===== src/rtl/load_store_unit_pkg.sv =====
// Shared definitions for the MEM-stage load/store unit: function codes,
// FSM state encoding and byte-strobe patterns.
package load_store_unit_pkg;

  typedef enum logic [2:0] {
    MEM_LB  = 3'd0,
    MEM_LH  = 3'd1,
    MEM_LW  = 3'd2,
    MEM_SB  = 3'd3,
    MEM_LBU = 3'd4,
    MEM_LHU = 3'd5,
    MEM_SH  = 3'd6,
    MEM_SW  = 3'd7
  } mem_fn_e;

  typedef enum logic [1:0] {
    LSU_IDLE = 2'd0,
    LSU_REQ  = 2'd1,
    LSU_WAIT = 2'd2,
    LSU_DONE = 2'd3
  } lsu_state_e;

  localparam logic [3:0] LSU_STRB_NONE = 4'b0000;
  localparam logic [3:0] LSU_STRB_BYTE = 4'b0001;
  localparam logic [3:0] LSU_STRB_HALF = 4'b0011;
  localparam logic [3:0] LSU_STRB_WORD = 4'b1111;

  function automatic logic is_store(input logic [2:0] fn);
    return (fn == MEM_SB) || (fn == MEM_SH) || (fn == MEM_SW);
  endfunction

endpackage


===== src/rtl/lsu_align.sv =====
// Combinational lane steering: store strobes/replicated data, load byte/half
// extraction with sign or zero extension, and the misalignment check.
module lsu_align
  import load_store_unit_pkg::*;
(
  input  logic [2:0]  fn,
  input  logic [1:0]  addr,
  input  logic [31:0] wdata,
  input  logic [31:0] rdata,
  output logic [3:0]  wstrb,
  output logic [31:0] bus_wdata,
  output logic [31:0] load_data,
  output logic        misaligned
);

  logic [7:0]  byte_sel;
  logic [15:0] half_sel;

  always_comb begin
    wstrb      = LSU_STRB_NONE;
    bus_wdata  = wdata;
    load_data  = rdata;
    misaligned = 1'b0;
    byte_sel   = rdata[{addr, 3'b000} +: 8];
    half_sel   = rdata[{addr[1], 4'b0000} +: 16];
    case (fn)
      MEM_LB:  load_data = {{24{byte_sel[7]}}, byte_sel};
      MEM_LBU: load_data = {24'd0, byte_sel};
      MEM_LH: begin
        misaligned = addr[0];
        load_data  = {{16{half_sel[15]}}, half_sel};
      end
      MEM_LHU: begin
        misaligned = addr[0];
        load_data  = {16'd0, half_sel};
      end
      MEM_LW:  misaligned = (addr != 2'b00);
      MEM_SB: begin
        wstrb     = LSU_STRB_BYTE << addr;
        bus_wdata = {4{wdata[7:0]}};
      end
      MEM_SH: begin
        misaligned = addr[0];
        wstrb      = LSU_STRB_HALF << {addr[1], 1'b0};
        bus_wdata  = {2{wdata[15:0]}};
      end
      MEM_SW: begin
        misaligned = (addr != 2'b00);
        wstrb      = LSU_STRB_WORD;
      end
    endcase
  end

endmodule


===== src/rtl/load_store_unit.sv =====
// MEM-stage load/store unit: turns EX/MEM memory ops into valid/ready bus
// transactions, stalls the pipeline until completion, and aborts on timeout.
module load_store_unit
  import load_store_unit_pkg::*;
#(
  parameter int DATA_LEN       = 32,
  parameter int TIMEOUT_CYCLES = 255
) (
  input  logic                clk,
  input  logic                reset,
  input  logic                in_valid,
  input  logic [2:0]          in_mem_fn,
  input  logic [DATA_LEN-1:0] in_addr,
  input  logic [DATA_LEN-1:0] in_wdata,
  output logic                stall,
  output logic                out_valid,
  output logic [DATA_LEN-1:0] out_rdata,
  output logic                misaligned,
  output logic                bus_err,
  output logic                bus_req,
  output logic                bus_we,
  output logic [DATA_LEN-1:0] bus_addr,
  output logic [DATA_LEN-1:0] bus_wdata,
  output logic [3:0]          bus_wstrb,
  input  logic                bus_ready,
  input  logic                bus_rvalid,
  input  logic [DATA_LEN-1:0] bus_rdata
);

  localparam int CNT_W = $clog2(TIMEOUT_CYCLES + 1);

  lsu_state_e          state_q, state_d;
  logic [2:0]          fn_q;
  logic [DATA_LEN-1:0] addr_q;
  logic [DATA_LEN-1:0] wdata_q;
  logic [3:0]          wstrb_q;
  logic [CNT_W-1:0]    cnt_q;
  logic                err_q;
  logic [DATA_LEN-1:0] rdata_q;

  logic                in_idle;
  logic [2:0]          al_fn;
  logic [1:0]          al_addr;
  logic [3:0]          al_wstrb;
  logic [DATA_LEN-1:0] al_wdata;
  logic [DATA_LEN-1:0] al_load;
  logic                al_misaligned;
  logic                timeout;
  logic                abort;

  // In IDLE the aligner looks at the incoming op; afterwards at the latched one.
  assign in_idle = (state_q == LSU_IDLE);
  assign al_fn   = in_idle ? in_mem_fn    : fn_q;
  assign al_addr = in_idle ? in_addr[1:0] : addr_q[1:0];
  assign timeout = (cnt_q == CNT_W'(TIMEOUT_CYCLES - 1));

  lsu_align u_align (
    .fn         (al_fn),
    .addr       (al_addr),
    .wdata      (in_wdata),
    .rdata      (bus_rdata),
    .wstrb      (al_wstrb),
    .bus_wdata  (al_wdata),
    .load_data  (al_load),
    .misaligned (al_misaligned)
  );

  always_comb begin
    state_d    = state_q;
    stall      = 1'b0;
    bus_req    = 1'b0;
    out_valid  = 1'b0;
    misaligned = 1'b0;
    abort      = 1'b0;
    case (state_q)
      LSU_IDLE: begin
        if (in_valid) begin
          if (al_misaligned) begin
            misaligned = 1'b1;
          end else begin
            stall   = 1'b1;
            state_d = LSU_REQ;
          end
        end
      end
      LSU_REQ: begin
        stall   = 1'b1;
        bus_req = 1'b1;
        // A handshake in the final cycle still counts; timeout only if idle.
        if (bus_ready) begin
          state_d = is_store(fn_q) ? LSU_DONE : LSU_WAIT;
        end else if (timeout) begin
          abort   = 1'b1;
          state_d = LSU_DONE;
        end
      end
      LSU_WAIT: begin
        stall = 1'b1;
        if (bus_rvalid) begin
          state_d = LSU_DONE;
        end else if (timeout) begin
          abort   = 1'b1;
          state_d = LSU_DONE;
        end
      end
      LSU_DONE: begin
        out_valid = 1'b1;
        state_d   = LSU_IDLE;
      end
    endcase
  end

  always_ff @(posedge clk or negedge reset) begin
    if (!reset) begin
      state_q <= LSU_IDLE;
      fn_q    <= '0;
      addr_q  <= '0;
      wdata_q <= '0;
      wstrb_q <= '0;
      cnt_q   <= '0;
      err_q   <= 1'b0;
      rdata_q <= '0;
    end else begin
      state_q <= state_d;
      if (in_idle && (state_d == LSU_REQ)) begin
        fn_q    <= in_mem_fn;
        addr_q  <= in_addr;
        wdata_q <= al_wdata;
        wstrb_q <= al_wstrb;
        cnt_q   <= '0;
        err_q   <= 1'b0;
      end
      if ((state_q == LSU_REQ) || (state_q == LSU_WAIT)) begin
        cnt_q <= cnt_q + CNT_W'(1);
      end
      if ((state_q == LSU_WAIT) && bus_rvalid) begin
        rdata_q <= al_load;
      end
      if (abort) begin
        rdata_q <= '0;
        err_q   <= 1'b1;
      end
    end
  end

  assign bus_we    = bus_req && is_store(fn_q);
  assign bus_wstrb = bus_req ? wstrb_q : LSU_STRB_NONE;
  assign bus_addr  = {addr_q[DATA_LEN-1:2], 2'b00};
  assign bus_wdata = wdata_q;
  assign out_rdata = rdata_q;
  assign bus_err   = (state_q == LSU_DONE) && err_q;

endmodule


===== config.mk =====
export PLATFORM = sky130hd
export DESIGN_NAME = load_store_unit
export DESIGN_NICKNAME = d
export VERILOG_FILES = /design/src/rtl/load_store_unit_pkg.sv /design/src/rtl/lsu_align.sv /design/src/rtl/load_store_unit.sv
export SDC_FILE = /design/constraint.sdc
export NUM_CORES = 1
export LEC_CHECK = 0
export CAP_MARGIN = 30
export CORE_MARGIN = 10
export CORE_UTILIZATION = 49
export CTS_CLUSTER_DIAMETER = 120
export DETAILED_ROUTE_END_ITERATION = 7
export PLACE_DENSITY = 0.9
export RECOVER_POWER = 25
export SYNTH_ARGS = -nofsm -noshare
export SYNTH_HDL_FRONTEND = slang
export SYNTH_SLANG_ARGS = --single-unit

===== constraint.sdc =====
create_clock -name clk -period 8.55 [get_ports clk]
set_input_delay 2.1375 -clock clk [delete_from_list [all_inputs] [get_ports clk]]
set_output_delay 2.1375 -clock clk [all_outputs]
set_load 0.02 [all_outputs]

* Word-level counts from Yosys, hierarchy flattened
Index checks and enable logic that the tools add are counted.
** Storage, ports and cells
- Flip-flop bits (word level) :: 114
- Bits of input ports :: 104
- Output and inout port bits :: 106
- Logic and storage cells :: 76
** Cells by class
- Add/subtract/negate cells :: 1
- Eq/ne operators :: 15
- Shifts and indexed selects :: 4
- Mux-type cells :: 32
- Reductions and logical operators :: 16
** Operators by type and width (number)
- $pmux 32 s4 :: 1
- $mux 32 :: 2
- $pmux 32 s2 :: 1
- $shiftx 32x6->16 :: 1
- $shiftx 32x6->8 :: 1
- $eq 3x3->1 const B :: 6
- $mux 8 :: 2
- $mux 1 :: 13
- $mux 2 :: 6
- $pmux 4 s3 :: 1
- $eq 3x2->1 const B :: 3
- $add 8x1->8 const B :: 1
- $eq 8x8->1 const B :: 1
- $pmux 2 s4 :: 1
- $reduce_bool 2->1 :: 4
- $pmux 1 s2 :: 3
- $eq 2x1->1 const B :: 2
- $eq 2x2->1 const B :: 2
- $logic_and 1x1->1 :: 4
- $mux 4 :: 1
- $reduce_or 2->1 :: 2
- $shl 1x2->4 const A :: 1
- $shl 2x2->4 const A :: 1
- $eq 3x1->1 const B :: 1
- 5 further kinds :: 7

* Depth between registers and ports, before layout
Gate-level depths: netlist (run 1).
- Depth after elaboration :: 12
- Gate-level depth with buffers :: 11
- Mapped depth without buffers :: 8

* Cells and area by module
Synthesis (run 1) repeated with hierarchy kept, for this count alone.
** Unflattened totals
- Cells, all modules :: 813
- Area, all modules :: 6348.6 um^2
** By module, submodules not included
- load_store_unit :: instances 1, cells each 563, area an instance 5006.1 um^2, sequential area each 2852.7 um^2
- lsu_align :: instances 1, cells each 250, area an instance 1342.5 um^2, sequential area each 0.0 um^2

* Least setup slack after synthesis (run 1)
OpenSTA, ideal clock, no wires.
- Path type :: input to output
- From :: in in_mem_fn[0]
- To :: out misaligned
- Data arrival time :: 3.680 ns
- Required time :: 6.412 ns
- Setup slack :: 2.733 ns
- Stages :: 4
- Path buffers :: 1
- Cells stage by stage :: mux2i_1 > nor3_2 > clkbuf_1 > nor4_1
** Between the ends
- Longest elaborated chain between the ends :: 7
- Elaborated cells on any way between the ends :: 12
- Classes of those cells :: 5 x eq/ne; 5 x mux; 2 x reduce/logical
** Ends and longest elaborated chain
- start, declared :: RTL line load_store_unit.sv:12 : input logic [2:0] in_mem_fn,
- $mux 3 * :: RTL line load_store_unit.sv:53 : assign al_fn = in_idle ? in_mem_fn : fn_q;
- $eq 3x1->1, or another cell as far along :: RTL line lsu_align.sv:26 : case (fn)
- $reduce_or 3->1 (no source line) or $reduce_or 2->1 (tied branches)
- $pmux 1 s2 * :: RTL line lsu_align.sv:26
- $mux 1 * :: RTL line load_store_unit.sv:78 : if (al_misaligned) begin
- $mux 1 * :: RTL line load_store_unit.sv:77 : if (in_valid) begin
- $mux 1 * :: RTL line load_store_unit.sv:75 : case (state_q)
- end, declared :: RTL line load_store_unit.sv:18 : output logic misaligned,
Mark *: on every way between the ends. The rest lies on a longest branch, timed or not.

* Worst setup path after layout (run 1)
- From :: in in_mem_fn[1]
- To :: out stall
** Between the ends
- Longest elaborated chain between the ends :: 7
- Elaborated cells on any way between the ends :: 12
- Classes of those cells :: 5 x eq/ne; 5 x mux; 2 x reduce/logical
** Ends and longest elaborated chain
- $mux 3 * :: RTL line load_store_unit.sv:53
- $eq 3x1->1, or another cell as far along :: RTL line lsu_align.sv:26
- $reduce_or 3->1 (no source line) or $reduce_or 2->1 (tied branches)
- $pmux 1 s2 * :: RTL line lsu_align.sv:26
- $mux 1 * :: RTL line load_store_unit.sv:78
- $mux 1 * :: RTL line load_store_unit.sv:77
- $pmux 1 s2 * :: RTL line load_store_unit.sv:75
- end, declared :: RTL line load_store_unit.sv:15 : output logic stall,
Marked as above.

==> results.tsv, run 1 <==
metric	value	unit
status	finished with violations	
failing checks	max-capacitance violations, max-slew violations	
Placed Area	7990	um^2
crit path kind	in -> out	
H-tree depth	4	
slew margin rel.	-0.702	%
P&R area growth vs syn	42.1	%
Worst Path Arrival	4.58	ns
final core utilization	71.4	%
leakage power total	3.76	nW
Synth Flop Type	dfrtp_1	
R2R setup slack	4.15	ns
Starting DRT DRC Count	404	
# hold bufs at CTS	0	
# diodes	0	
vias per inst	5.51	
clock latency on the worst-skew pair	0.41	ns
Hold Violations, Final	0	
DRC violations left	0	
share of the synthesized area in the top cell type	47.3	%
Critical Path Source Type	input port	
Final ANT Viol Nets	0	
count leader, synth	dfrtp_1	
fraction of final layout cells sized beyond drive strength 1	17.0	%
io pins	210	
antenna violations before repair	0	
Initial Util	50.2	%
placed cells	840	
CTS Sinks	114	
gr usage total	21.1	%
Max Cap Violations	1	
TNS Setup	0	ns
row count	40	
CTS max path bufs	2	
pwr dens	445	nW/um^2
via count	4803	
WL/cell	20.4	um
Worst-Margin Slew	1.51	ns
clock-pin slew on the worst setup and hold paths	0.05	ns
Synth Instances	532	
sequential share of the synthesized area	47.3	%
Die Span Y	131	um
CP Cell Sequence	clkdlybuf4s50_1 -> mux2i_2 -> buf_4 -> nor3_2 -> buf_4 -> a221o_1 -> nand3_1 -> a21oi_1 -> clkdlybuf4s50_1	
post-place setup slack	1.85	ns
CP max stage delay	0.64	ns
HP Class	reg -> reg	
#FFs+latches synth	114	
post-CTS setup buffers	0	
cell taking the most area after synthesis	dfrtp_1	
final critical-path setup slack	1.83	ns
die area	17200	um^2
drt total wl	17.8	mm
ys async rst share	100	%
Netlist cell types	43	
width of the die	131	um
largest cells by area after synthesis	dfrtp_1 (47%), mux2_4 (17%), nand2_1 (5.4%)	
vias in the first global route	5215	
Final Power	3.82	mW
gpl congestion	0.856	
Worst Clk Skew	0.00840	ns
first-pass GRT wire length	28.0	mm
Yosys warnings	0	
Slowest cell on crit path	clkdlybuf4s50_1	
post-detailed-placement half-perimeter wirelength	13.3	mm
worst vdd ir	0.252	mV
area of the core	12000	um^2
RSZ-0062 raised after global routing	no	
Final Slew Violations	29	
Required @ worst endpoint	6.41	ns
r2r endpoint	bus_wdata[5]$_DFFE_PN0P_	
Pre-Repair DR Iteration Count	6	
post-cts sizing count	0	
clock root cell	clkbuf_16	
RR Startpoint	state_q[0]$_DFF_PN0_	
crit-path max FO	29	
CTS tree	done	
Nets	824	
Post-synth top cells	dfrtp_1 (114), nand2_1 (86), mux2_4 (70)	
hold wc startpoint	out_rdata[7]$_DFFE_PN0P_	
Hold Path End	out_rdata[7]$_DFFE_PN0P_	
Setup-failing EPs final	0	
Overflow after GRT	0	
final worst path period need	6.72	ns
CTS Buf Count	17	
final std cells w/o fill	872	
period utilisation layout	78.6	%
worst hold stages	2	
port buffer count	207	
Max Fclk	149	MHz
Post-Syn Area	6030	um^2
reg2reg path depth	10	
CP endpoint kind	output port	
final instance area	8570	um^2
largest net degree at the start of global routing	65	
WHS	0.477	ns
EDFF count, synth	0	
Avg Cell Area, Syn	11.3	um^2
-- critical path: cells and delay by family --
family,cells,cell delay (ns)
AOI/OAI and AO/OA,2,0.40
buffers and inverters,4,1.69
muxes,1,0.08
and+or+nand+nor,2,0.26
-- cell usage in the layout (no fill, tap or decap), types with 10 or more instances in the layout --
master and n:
o21ai_0 10, clkbuf_16 17, clkdlybuf4s50_1 206, a21oi_1 10, nand2_1 86, dfrtp_1 114
inv_1 10, nor2_1 38, mux2_4 70, mux2_2 12, mux2_1 10, o21ai_1 21
-- layout make-up --
class | instances | area, um^2
Fill cell | 833 | 3440
Tap cell | 147 | 184
Multi-Input combinational cell | 354 | 2760
Clock buffer | 29 | 551
Sequential cell | 114 | 2850
Timing Repair Buffer | 215 | 2150
Clock inverter | 3 | 40.0
Inverter | 10 | 37.5
-- logic make-up after synthesis --
group                    count (synthesis)  synth area share, %
multiplexers                           100                 23.1
AO/OA/AOI/OAI                           90                 9.71
buffers and inverters                   65                 7.24
flip-flops                             114                 47.3
XOR/XNOR                                 6                0.871
other                                    1               0.0622
AND/OR/NAND/NOR                        148                 10.1
adder cells (fa/ha/maj)                  8                 1.66
-- per-layer routing --
layer | GRT usage [%] | vias up | wire (um) | part of all wire, %
met5 | 0 | - | 0 | 0
met4 | 7.85 | 0 | 420 | 2.4
met3 | 8.42 | 47 | 1610 | 9.0
met2 | 35.5 | 226 | 9030 | 51
met1 | 23.7 | 2328 | 6740 | 38
li1 | - | 2202 | - | -
-- sequential cells by signal, summed over array words and instances (netlist names) --
| register | cells |
|---|---|
| addr_q | 32 |
| err_q | 1 |
| out_rdata | 32 |
| state_q | 2 |
| cnt_q | 8 |
| wstrb_q | 4 |
| bus_wdata | 32 |
| fn_q | 3 |
-- where the power goes --
part,internal (mW),switching (mW),leakage (nW)
combinational,1.08,1.06,2.06
sequential,0.806,0.171,1.40
clock,0.461,0.233,0.294
-- worst max-delay path by stage --
| stage | to | from | cells past startpoint | slack (ns) |
|---|---|---|---|---|
| 2_1_floorplan | misaligned | in_mem_fn[0] | 4 | 2.73 |
| 3_3_place_gp | stall | in_mem_fn[1] | 9 | 1.84 |
| 3_5_place_dp | stall | in_mem_fn[1] | 9 | 1.85 |
| 4_1_cts | stall | in_mem_fn[1] | 9 | 1.84 |
| 5_1_grt | stall | in_mem_fn[1] | 9 | 1.65 |
| 6_report | stall | in_mem_fn[1] | 9 | 1.83 |
No activity file was read; power rests on OpenSTA's default activity.
==> run 2: changes to the inputs <==
--- a/config.mk
+++ b/config.mk
@@ -7,10 +7,10 @@
 export LEC_CHECK = 0
 export CAP_MARGIN = 30
 export CORE_MARGIN = 10
-export CORE_UTILIZATION = 49
+export CORE_UTILIZATION = 46
 export CTS_CLUSTER_DIAMETER = 120
 export DETAILED_ROUTE_END_ITERATION = 7
-export PLACE_DENSITY = 0.9
+export PLACE_DENSITY = 0.85
 export RECOVER_POWER = 25
 export SYNTH_ARGS = -nofsm -noshare
 export SYNTH_HDL_FRONTEND = slang
==> constraint.sdc (replaced) <==
create_clock -name clk -period 6.41 [get_ports clk]
set_input_delay 1.6025 -clock clk [delete_from_list [all_inputs] [get_ports clk]]
set_output_delay 1.6025 -clock clk [all_outputs]
set_load 0.02 [all_outputs]
==> results.tsv, run 2 (synthesized netlist as in run 1, its figures left out) <==
metric	value	unit
status	finished with violations	
failing checks	max-capacitance violations, max-slew violations	
fraction of final layout cells sized beyond drive strength 1	16.9	%
Final Power	5.04	mW
Required @ worst endpoint	4.81	ns
slew margin rel.	-120	%
Die Span Y	135	um
area of the core	12700	um^2
CTS Sinks	114	
Setup-failing EPs final	0	
width of the die	135	um
CTS Buf Count	17	
post-CTS setup buffers	0	
crit path kind	in -> out	
CTS tree	done	
drt total wl	18.1	mm
io pins	210	
Overflow after GRT	0	
post-detailed-placement half-perimeter wirelength	13.5	mm
period utilisation layout	87.6	%
CP endpoint kind	output port	
leakage power total	3.73	nW
CP max stage delay	0.70	ns
WHS	0.488	ns
Critical Path Source Type	input port	
Max Cap Violations	1	
antenna violations before repair	1	
CTS max path bufs	2	
row count	41	
TNS Setup	0	ns
final std cells w/o fill	897	
Worst Clk Skew	0.00593	ns
final critical-path setup slack	0.797	ns
clock-pin slew on the worst setup and hold paths	0.05	ns
crit-path max FO	18	
Hold Violations, Final	0	
final worst path period need	5.61	ns
vias per inst	5.32	
DRC violations left	0	
via count	4773	
largest net degree at the start of global routing	61	
most common cell type on the critical path	clkdlybuf4s50_1	
Pre-Repair DR Iteration Count	5	
post-cts sizing count	0	
H-tree depth	4	
post-place setup slack	0.830	ns
Max Fclk	178	MHz
CP Cell Sequence	clkdlybuf4s50_1 -> mux2i_1 -> nor3_2 -> buf_4 -> nor4_1 -> clkdlybuf4s50_1	
WL/cell	20.2	um
Worst-Margin Slew	3.30	ns
Nets	823	
vias in the first global route	5257	
Final ANT Viol Nets	0	
commonest non-fill, non-tap cell in the layout	clkdlybuf4s50_1	
port buffer count	207	
Worst Path Arrival	4.01	ns
final core utilization	67.1	%
RSZ-0062 raised after global routing	no	
final instance area	8540	um^2
worst vdd ir	0.347	mV
Initial Util	47.4	%
placed cells	863	
Starting DRT DRC Count	296	
pwr dens	590	nW/um^2
P&R area growth vs syn	41.5	%
gr usage total	20.0	%
Placed Area	7980	um^2
clock root cell	clkbuf_16	
clock latency on the worst-skew pair	0.41	ns
HP Class	reg -> reg	
die area	18100	um^2
first-pass GRT wire length	28.7	mm
most frequent cells in the layout	clkdlybuf4s50_1 (206), dfrtp_1 (114), nand2_1 (86)	
Final Slew Violations	61	
# hold bufs at CTS	0	
gpl congestion	0.917	
Slowest cell on crit path	clkdlybuf4s50_1	
## run 2: cell type report
cell class / instances / area, um^2
Clock buffer: 27 / 513
Multi-Input combinational cell: 354 / 2760
Sequential cell: 114 / 2850
Fill cell: 990 / 4180
Timing Repair Buffer: 214 / 2140
Inverter: 10 / 37.5
Tap cell: 172 / 215
Antenna cell: 1 / 2.50
Clock inverter: 5 / 25.0
## run 2: power breakdown
part,switching [mW],internal [mW]
Combinational,1.43,1.44
Clock,0.313,0.541
Sequential,0.237,1.08
## run 2: critical path, delay by kind of cell
family	cells	cell delay [ns]
buffers and inverters	3	1.39
and+or+nand+nor	2	0.46
muxes	1	0.55
## run 2: path summary, 6_finish.rpt
kind,cells past startpoint,slack [ns],end,from
setup / recovery,6,0.80,misaligned,in_mem_fn[0]
hold / removal,2,0.49,out_rdata[8]$_DFFE_PN0P_,out_rdata[8]$_DFFE_PN0P_
setup reg to reg,9,2.17,wstrb_q[2]$_DFFE_PN0P_,state_q[0]$_DFF_PN0_
hold reg to reg,2,0.49,out_rdata[8]$_DFFE_PN0P_,out_rdata[8]$_DFFE_PN0P_
max in group asynchronous,2,1.48,cnt_q[2]$_DFFE_PN0P_,reset
min in group asynchronous,1,2.29,out_rdata[4]$_DFFE_PN0P_,reset
## run 2: metal layers
metal | global-route usage (%) | routed length, um | vias to the layer above
li1 | - | - | 2198
met1 | 21.7 | 6820 | 2330
met2 | 34.3 | 9340 | 208
met3 | 6.82 | 1440 | 37
met4 | 9.61 | 533 | 0
met5 | 0 | 0 | -
==> run 3: changes to the inputs <==
--- a/config.mk
+++ b/config.mk
@@ -10,8 +10,9 @@
 export CORE_UTILIZATION = 46
 export CTS_CLUSTER_DIAMETER = 120
 export DETAILED_ROUTE_END_ITERATION = 7
-export PLACE_DENSITY = 0.85
+export PLACE_DENSITY = 0.87
 export RECOVER_POWER = 25
+export SKIP_LAST_GASP = 1
 export SYNTH_ARGS = -nofsm -noshare
 export SYNTH_HDL_FRONTEND = slang
 export SYNTH_SLANG_ARGS = --single-unit
==> results.tsv, run 3 (synthesized netlist as in run 1, its figures left out) <==
metric	value	unit
gpl congestion	0.957	
HP Class	reg -> reg	
area of the core	12700	um^2
io pins	210	
CTS tree	done	
failing checks	max-capacitance violations, max-slew violations	
Critical Path Source Type	input port	
final worst path period need	5.58	ns
post-detailed-placement half-perimeter wirelength	13.6	mm
WHS	0.482	ns
grt met3 use	7.46	%
width of the die	135	um
Worst-Margin Slew	2.65	ns
port buffer count	207	
drt total wl	18.1	mm
CTS max path bufs	2	
RR Startpoint	state_q[0]$_DFF_PN0_	
gr usage total	19.6	%
Required @ worst endpoint	4.81	ns
clock latency on the worst-skew pair	0.41	ns
post-CTS setup buffers	0	
Initial Util	47.4	%
post-place setup slack	0.884	ns
fillers	968	
vias per inst	5.35	
Nets	825	
CTS Buf Count	17	
GR peak layer	met2	
WL/cell	20.1	um
Worst Clk Skew	0.00785	ns
period utilisation layout	87.0	%
P&R area growth vs syn	44.2	%
H-tree depth	4	
first-pass GRT wire length	28.1	mm
Pre-Repair DR Iteration Count	5	
Overflow after GRT	0	
status	finished with violations	
reg2reg path depth	10	
Setup-failing EPs final	0	
CP endpoint kind	output port	
via count	4808	
worst hold stages	2	
final core utilization	68.4	%
antenna violations before repair	1	
Final ANT Viol Nets	0	
GR Util met1	21.6	%
pwr dens	604	nW/um^2
Final Slew Violations	117	
Starting DRT DRC Count	457	
commonest non-fill, non-tap cell in the layout	clkdlybuf4s50_1	
# hold bufs at CTS	0	
post-cts sizing count	0	
GR Util met2	33.0	%
row count	41	
Hold Path End	out_rdata[0]$_DFFE_PN0P_	
Max Cap Violations	2	
placed cells	865	
worst vdd ir	0.322	mV
r2r endpoint	addr_q[12]$_DFFE_PN0P_	
die area	18100	um^2
vias in the first global route	5108	
clock root cell	clkbuf_16	
Final Power	5.25	mW
clock-pin slew on the worst setup and hold paths	0.05	ns
DRC violations left	0	
slew margin rel.	-76.4	%
TNS Setup	0	ns
leakage power total	3.80	nW
R2R setup slack	2.44	ns
CTS Sinks	114	
Max Fclk	179	MHz
crit-path max FO	18	
Placed Area	8010	um^2
Die Span Y	135	um
most frequent cells in the layout	clkdlybuf4s50_1 (206), dfrtp_1 (114), nand2_1 (86)	
final instance area	8700	um^2
crit path kind	in -> out	
RSZ-0062 raised after global routing	no	
hold wc startpoint	out_rdata[0]$_DFFE_PN0P_	
fraction of final layout cells sized beyond drive strength 1	17.5	%
Hold Violations, Final	0	
final std cells w/o fill	899	
largest net degree at the start of global routing	66	
final critical-path setup slack	0.834	ns
Worst Path Arrival	3.97	ns
[run 3: final cells by class]
class | instances | area (um^2) | area share (%)
clock inverters | 9 | 175 | 2.01
inverters | 10 | 37.5 | 0.432
diodes | 1 | 2.50 | 0.0288
flip-flops and latches | 114 | 2850 | 32.8
well taps | 172 | 215 | 2.47
multi-input cells | 354 | 2760 | 31.7
clock buffers | 23 | 488 | 5.61
repair buffers | 216 | 2170 | 25.0
[run 3: critical path, cell delays in order]
cell and delay [ns]:
clkdlybuf4s50_1 0.45, mux2i_1 0.56, nor3_2 0.13, buf_4 0.24, nor4_1 0.29, clkdlybuf4s50_1 0.69
[run 3: worst max-delay path by stage]
stage / from / endpoint / slack [ns] / cells past startpoint
after floorplan: in_mem_fn[0] / misaligned / 1.66 / 4
after global placement: in_mem_fn[0] / misaligned / 0.95 / 6
after detailed placement: in_mem_fn[0] / misaligned / 0.88 / 6
after CTS: in_mem_fn[0] / misaligned / 0.87 / 6
after global routing: in_mem_fn[0] / misaligned / 0.65 / 6
final: in_mem_fn[0] / misaligned / 0.83 / 6
[run 3: power breakdown]
group / leakage [nW] / total [mW] / switching [mW] / internal, mW
combinational: 2.08 / 2.89 / 1.43 / 1.46
clock: 0.319 / 1.04 / 0.315 / 0.729
sequential: 1.40 / 1.32 / 0.242 / 1.08
[run 3: metal layers]
metal / up-vias / part of all wire [%]
met5: - / 0
li1: 2196 / -
met1: 2317 / 38
met4: 0 / 3.3
met3: 46 / 8.9
met2: 249 / 50
==> patch, RTL diff (config.mk and constraints of run 3) <==
`TIMEOUT_CYCLES`: 255 -> 510.
--- a/src/rtl/load_store_unit.sv
+++ b/src/rtl/load_store_unit.sv
@@ -5,5 +5,5 @@
 #(
   parameter int DATA_LEN       = 32,
-  parameter int TIMEOUT_CYCLES = 255
+  parameter int TIMEOUT_CYCLES = 510
 ) (
   input  logic                clk,
Function: same outputs for any inputs over 4 cycles, from zero or initial values and one cycle with reset low; that may be too few to reach the edited logic, so the function may still have changed.
==> patch against run 3 <==
The flow still finishes with violations (capacitance limit, slew limit); sequential cell count rose by 1; routed wire length rose by 3.1%; synthesized area rose by 6.0%; setup slack improved by 0.071 ns; register-to-register slack got worse by 0.44 ns; count of clock-buffer cells in the layout fell by 4; design area rose by 2.5%; power rose by 0.65%; critical path type unchanged.
==> patch: results (changes against run 3) <==
metric,value,unit,change
relSlewSlack,-1.16,,-0.397
wirelength,18.6,mm,+3.1%
nNetsFinal,861,,+4.4%
ys_types,51,,+19%
viasPerCell,5.35,,about the same
drive_gt1_frac,0.177,,+0.00247
fmax,182,MHz,+1.3%
leakage,3.79,nW,-0.22%
wl_per_cell,19.8,µm,-1.5%
critical_path.max_fanout,11,,-7
cp-startpoint,in_mem_fn[2],,
track_usage,0.196,,about the same
synth_common_cells,"115 x dfrtp_1, 71 x mux2_4, 66 x nand2_1",,
fin_util,0.647,,-0.0365
drtIter0Drc,306,,-33%
peakVddDrop,0.322,mV,-0.18%
synth_compound_area_frac,0.120,,+0.0226
antennaDiodeCount,0,,-1
synthXorXnorAreaFrac,0.00958,,+0.000873
status,finished with violations,,
grt_use_met3,0.0862,,+0.0117
failed_checks,"capacitance limit, slew limit",,
min_from,out_rdata[7]$_DFFE_PN0P_,,
arrival,3.90,ns,-0.07 ns
route.met3.wl,2.03,mm,+27%
maxCapViolCount,1,,-1
grt_pass1_vias,5277,,+3.3%
portBuffers,207,,unchanged
fillers,1072,,+11%
reg2reg_to,wstrb_q[0]$_DFFE_PN0P_,,
min_to,out_rdata[7]$_DFFE_PN0P_,,
ys_seq_area_frac,0.450,,-0.0230
yosys-top-cells-area,"dfrtp_1 45%, mux2_4 17%, buf_4 3.9%",,
slew_viol_final,60,,-49%
holdWs,0.476,ns,-0.00595 ns
grt_use_met1,0.224,,+0.00747
hpwl,14.0,mm,+3.2%
hold_depth,1,,-1
dp_cells,910,,+5.2%
antenna_found_initial,0,,-1
clock_skew,0.00893,ns,+0.00108 ns
post_dp_cell_area,8340,µm²,+4.1%
place_congestion,0.906,,-5.3%
slowest_stage,mux2i_1,,
grt_max_degree,60,,-9.1%
synth_adder_area_share,0.0156,,-0.000944
syn_avg_cell_area,11.1,µm²,-1.7%
wl_met1,7.35,mm,+8.0%
grt_pass1_wl,28.7,mm,+2.2%
synth_mux_area_frac,0.222,,-0.00843
cp-endpoint,stall,,
r2r_cells,9,,-1
met2_usage,0.309,,-0.0213
synth.most_common_cell,dfrtp_1,,
pre_cts_ws,0.903,ns,+0.0189 ns
==> patch: cell count changes after synthesis, sizes merged, moves of 3 or more <==
| cell | run 3 | this run |
|---|---|---|
| a21oi | 10 | 29 |
| a221oi | 7 | 0 |
| a22oi | 8 | 2 |
| a31oi | 7 | 3 |
| and3 | 2 | 5 |
| buf | 45 | 48 |
| clkbuf | 10 | 14 |
| inv | 10 | 6 |
| mux2i | 7 | 10 |
| nand2 | 86 | 66 |
| nand2b | 1 | 7 |
| nor3 | 5 | 8 |
| o21ai | 31 | 52 |
| o22ai | 8 | 16 |
==> patch: final cells by class <==
cell class,count,share of cell area
Clock inverter,12,0.0177
Sequential cell,115,0.323
Inverter,7,0.00295
Timing Repair Buffer,217,0.243
Tap cell,180,0.0253
Clock buffer,19,0.0497
Multi-Input combinational cell,391,0.338
==> patch: power by group <==
part,total (mW),switching [mW],internal (mW)
clock,0.957,0.337,0.620
sequential,1.30,0.220,1.08
combinational,3.03,1.51,1.52
